===== src/rtl/chaos_packer.sv =====
// Packs the chaotic generator's serial bits (optionally von Neumann debiased) MSB-first
// into words on a valid/ready port, with a sticky repetition-count health monitor on the raw stream.
module chaos_packer #(
    parameter int WIDTH     = 8,
    parameter int REP_LIMIT = 16
) (
    input  logic             clk_i,
    input  logic             rst_i,
    input  logic             bit_in_i,
    input  logic             bit_en_i,
    input  logic             debias_en_i,
    output logic [WIDTH-1:0] word_out_o,
    output logic             word_valid_o,
    input  logic             word_ready_i,
    output logic             overflow_o,
    output logic             health_fail_o
);

    localparam int CW = (WIDTH > 2) ? $clog2(WIDTH) : 1;
    localparam int RW = $clog2(REP_LIMIT + 1);
    localparam logic [CW-1:0] CNT_LAST = CW'(WIDTH - 1);
    localparam logic [RW-1:0] RUN_MAX  = RW'(REP_LIMIT);

    logic             pair_phase_q, pair_phase_d;
    logic             pair_bit_q, pair_bit_d;
    logic [WIDTH-2:0] shreg_q, shreg_d;
    logic [CW-1:0]    cnt_q, cnt_d;
    logic [WIDTH-1:0] word_q, word_d;
    logic             valid_q, valid_d;
    logic             overflow_q, overflow_d;
    logic             health_q, health_d;
    logic [RW-1:0]    run_q, run_d;
    logic             prev_q, prev_d;
    logic             seen_q, seen_d;

    logic             emit;
    logic             emit_bit;
    logic             complete;
    logic [WIDTH-1:0] full_word;

    // Debias: the first bit of a pair is parked; a differing second bit releases the first.
    always_comb begin
        pair_phase_d = pair_phase_q;
        pair_bit_d   = pair_bit_q;
        emit         = 1'b0;
        emit_bit     = bit_in_i;
        if (!debias_en_i) begin
            pair_phase_d = 1'b0;
            emit         = bit_en_i;
        end else if (bit_en_i) begin
            if (!pair_phase_q) begin
                pair_phase_d = 1'b1;
                pair_bit_d   = bit_in_i;
            end else begin
                pair_phase_d = 1'b0;
                emit         = pair_bit_q ^ bit_in_i;
                emit_bit     = pair_bit_q;
            end
        end
    end

    always_comb begin
        shreg_d   = shreg_q;
        cnt_d     = cnt_q;
        complete  = 1'b0;
        full_word = {shreg_q, emit_bit};
        if (emit) begin
            shreg_d = full_word[WIDTH-2:0];
            if (cnt_q == CNT_LAST) begin
                cnt_d    = '0;
                complete = 1'b1;
            end else begin
                cnt_d = cnt_q + 1'b1;
            end
        end
    end

    // Output port: a completed word loads if the slot is empty or being drained this cycle.
    always_comb begin
        word_d     = word_q;
        valid_d    = valid_q;
        overflow_d = overflow_q;
        if (valid_q && word_ready_i) begin
            valid_d = 1'b0;
        end
        if (complete && !health_q) begin
            if (!valid_q || word_ready_i) begin
                word_d  = full_word;
                valid_d = 1'b1;
            end else begin
                overflow_d = 1'b1;
            end
        end
    end

    always_comb begin
        run_d    = run_q;
        prev_d   = prev_q;
        seen_d   = seen_q;
        health_d = health_q;
        if (bit_en_i) begin
            prev_d = bit_in_i;
            seen_d = 1'b1;
            if (!seen_q || (bit_in_i != prev_q)) begin
                run_d = RW'(1);
            end else if (run_q != RUN_MAX) begin
                run_d = run_q + 1'b1;
            end
        end
        if (run_d == RUN_MAX) begin
            health_d = 1'b1;
        end
    end

    always_ff @(posedge clk_i or posedge rst_i) begin
        if (rst_i) begin
            pair_phase_q <= 1'b0;
            pair_bit_q   <= 1'b0;
            shreg_q      <= '0;
            cnt_q        <= '0;
            word_q       <= '0;
            valid_q      <= 1'b0;
            overflow_q   <= 1'b0;
            health_q     <= 1'b0;
            run_q        <= '0;
            prev_q       <= 1'b0;
            seen_q       <= 1'b0;
        end else begin
            pair_phase_q <= pair_phase_d;
            pair_bit_q   <= pair_bit_d;
            shreg_q      <= shreg_d;
            cnt_q        <= cnt_d;
            word_q       <= word_d;
            valid_q      <= valid_d;
            overflow_q   <= overflow_d;
            health_q     <= health_d;
            run_q        <= run_d;
            prev_q       <= prev_d;
            seen_q       <= seen_d;
        end
    end

    assign word_out_o    = word_q;
    assign word_valid_o  = valid_q;
    assign overflow_o    = overflow_q;
    assign health_fail_o = health_q;

endmodule


===== config.mk =====
export PLATFORM = sky130hd
export DESIGN_NAME = chaos_packer
export DESIGN_NICKNAME = d
export VERILOG_FILES = /design/src/rtl/chaos_packer.sv
export SDC_FILE = /design/constraint.sdc
export NUM_CORES = 1
export LEC_CHECK = 0
export CAP_MARGIN = 25
export CELL_PAD_IN_SITES_DETAIL_PLACEMENT = 0
export CELL_PAD_IN_SITES_GLOBAL_PLACEMENT = 1
export CORE_AREA = 2 2 91 58
export DETAILED_ROUTE_END_ITERATION = 16
export DIE_AREA = 0 0 93 60
export PLACE_DENSITY = 0.61
export SYNTH_ARGS = -nofsm -noshare
export SYNTH_HDL_FRONTEND = slang
export SYNTH_SLANG_ARGS = --single-unit

===== constraint.sdc =====
create_clock -name clk_i -period 3.2 [get_ports clk_i]
set_clock_uncertainty 0.1 [all_clocks]
set_input_delay 0.64 -clock clk_i [delete_from_list [all_inputs] [get_ports clk_i]]
set_output_delay 0.64 -clock clk_i [all_outputs]
set_load 0.03 [all_outputs]

==> results.sh <==
export IMPL_ys_top_cells_by_area="dfrtp_1, mux2_2, ha_1, inv_1, nand4_4"
export IMPL_die_h_um=60
export IMPL_crit_slowest_cell="clkdlybuf4s50_1"
export IMPL_yosysWarnings=0
export IMPL_p_total_mw=1.420
export IMPL_ys_ff_latch=30
export IMPL_htree_num_levels=2
export IMPL_syn_instance_count=104
export IMPL_cp_end_kind="flip-flop"
export IMPL_postSynth_asyncResetShare=1.000
export IMPL_num_vias=850
export IMPL_swShare=0.3334
export IMPL_cts_tree="done"
export IMPL_synthTopCellsByCount="dfrtp_1, mux2_2, inv_1"
export IMPL_setup_violations=0
export IMPL_finalHoldViolations=0
export IMPL_clock_sinks=30
export IMPL_gp_congestion=0.7580
export IMPL_crit_arrival_ns=2.28
export IMPL_switching_power_mw=0.4733
export IMPL_clk_path_buf_depth=2
export IMPL_layout_nets=137
export IMPL_clockRootBuffer="clkbuf_8"
export IMPL_max_stage_delay_ns=0.50
export IMPL_grt_pass1_wl_um=3870
export IMPL_yosysUniqueCellTypes=35
export IMPL_hold_class="reg -> reg"
export IMPL_setup_tns_ns=0
export IMPL_tightest_slew_ns=0.4406
export IMPL_p_int_mw=0.9465
export IMPL_slew_headroom=0.7022
export IMPL_core_area_um2=4805
export IMPL_drive_gt1_frac=0.2734
export IMPL_io_pins=17
export IMPL_synth_fp_nets=114
export IMPL_cts_buffers=5
export IMPL_crit_type="in -> reg"
export IMPL_start_kind="primary input"
export IMPL_remaining_drc_errors=0
export IMPL_grt_max_degree=31
export IMPL_syn_cell_area_um2=1369
export IMPL_first_pass_iters=4
export IMPL_ant_nets=0
export IMPL_post_route_period_util=0.6924
export IMPL_numPortBuffers=16
export IMPL_diodes=0
export IMPL_slew_violations=0
export IMPL_p_clk_frac=0.213
export IMPL_path_clk_slew_ns=0.06
export IMPL_start_util=0.2849
export IMPL_overflow=0
export IMPL_yosys_area_top_type="dfrtp_1"
export IMPL_required_ns=3.26
export IMPL_dp_worst_setup_slack_ns=0.7225
export IMPL_wirelength_um=2424
export IMPL_rsz0062_at_grt="no"
export IMPL_cap_violations=0
export IMPL_finalCriticalPeriod_ns=2.216
export IMPL_outcome="finished clean"
export IMPL_stdcell_area_um2=1699
export IMPL_max_freq_mhz=451.3
export IMPL_die_area_um2=5580
export IMPL_grt_pass1_vias=810
export IMPL_synth_main_ff_cell="dfrtp_1"
export IMPL_insertion_delay_ns=0.27
export IMPL_synth_edf_count=0
export IMPL_path_cells="clkdlybuf4s50_1, xnor2_1, nand4b_1, o31a_1, a41o_1"
export IMPL_layout_setup_ws_ns=0.9843
export IMPL_pwr_share_comb=0.356
export IMPL_postCtsSetupBuffers=0
export IMPL_routed_via_density=4.381
export IMPL_areaGrowthSynthToFinish_pct=24.13
export IMPL_yosysTopAreaCellShare=0.5484
export IMPL_crit_fanout=5
export IMPL_drt_iter0_markers=50
export IMPL_rows=20
export IMPL_hpwlAfterDp_um=1742
export IMPL_syn_area_per_cell_um2=13.16
export IMPL_p_seq_frac=0.430
export IMPL_die_w_um=93
export IMPL_powerDensity_nw_per_um2=835.6
export IMPL_power_static_leakage_nw=0.7651
export IMPL_grt_antenna_before_repair=0
export IMPL_place_area_um2=1608
export IMPL_wl_per_cell_um=12.49
export IMPL_ir_drop_v=0.0001882
export IMPL_ctsResizeCount=0
export IMPL_seq_area_frac_synth=0.5484
export IMPL_synth_most_common_cell="dfrtp_1"
export IMPL_grtUsageTotal=0.09272
export IMPL_cts_hold_buf=0
## path summary, 6_finish.rpt
check	cells after the start	startpoint	endpoint	slack, ns
setup / recovery	5	bit_in_i	health_fail_o$_DFFE_PP0N_	0.98
hold / removal	1	overflow_o$_DFFE_PP0P_	overflow_o$_DFFE_PP0P_	0.40
setup reg to reg	6	run_q[0]$_DFF_PP0_	health_fail_o$_DFFE_PP0N_	1.37
hold reg to reg	1	overflow_o$_DFFE_PP0P_	overflow_o$_DFFE_PP0P_	0.40
max in group asynchronous	3	rst_i	shreg_q[0]$_DFFE_PP0N_	2.07
min in group asynchronous	3	rst_i	cnt_q[2]$_DFFE_PP0N_	0.65
## cell families (layout without fill, tap and decap cells)
logic type,Yosys count,count (layout),synth area share
buffers and inverters,9,33,0.03290
muxes,23,23,0.1874
DFF,30,30,0.5484
AOI/OAI and AO/OA,13,13,0.07040
and+or+nand+nor,22,22,0.1051
adders and majority gates,4,4,0.03656
xor gates and xnor gates,3,3,0.01920
## state kept, by name, summed over array words and instances (netlist names)
name           count
cnt_q              3
health_fail_o      1
overflow_o         1
pair_bit_q         1
pair_phase_q       1
prev_q             1
run_q              5
seen_q             1
shreg_q            7
word_out_o         8
word_valid_o       1
## layer usage
metal,vias to the layer above,share of wire,GRT usage
met5,-,0,0
met4,0,0.0074,0.03151
met3,2,0.035,0.03026
met2,10,0.43,0.1346
met1,420,0.52,0.1307
li1,418,-,-
## area by class of cell
class,count,area [um^2]
fillers,484,3105
inverters,7,26.28
flip-flops and latches,30,750.7
clock buffers,7,86.33
repair buffers,18,175.2
clock inverters,1,5.005
well taps,66,82.58
multi-input cells,65,573.1
## critical path: cells and delay by family
| family | cells | cell delay, ns |
|---|---|---|
| AO/OA/AOI/OAI | 2 | 0.58 |
| buffers and inverters | 1 | 0.50 |
| XOR/XNOR | 1 | 0.35 |
| AND/OR/NAND/NOR | 1 | 0.21 |
## through the flow
stage               hold WS [ns]  std cells    util
finish                    0.4005        194  0.3536
global route              0.4146        194  0.3536
CTS                       0.4086        194  0.3536
detailed placement        0.3937        186  0.3346
global placement          0.3759        186  0.3346
floorplan                 0.3749        104       -
## power by group through the flow
stage	logic [mW]	registers, mW	clock network, mW
after detailed placement	0.513	0.617	0
after global placement	0.502	0.611	0
after global routing	0.547	0.631	0.337
final	0.506	0.611	0.303
after floorplan	0.231	0.707	0
after CTS	0.515	0.612	0.318
## layout by cell type (no fill, tap or decap), types with 2 or more instances in the layout
cell type	count
inv_1	7
ha_1	4
nor2_1	3
clkdlybuf4s50_1	16
nor2b_1	2
mux2i_1	2
buf_4	2
clkbuf_8	6
xnor2_1	2
mux2_2	21
nand3_1	4
a21oi_1	2
nand2_1	3
dfrtp_1	30
Note: power is estimated with default switching activity, not from simulation.
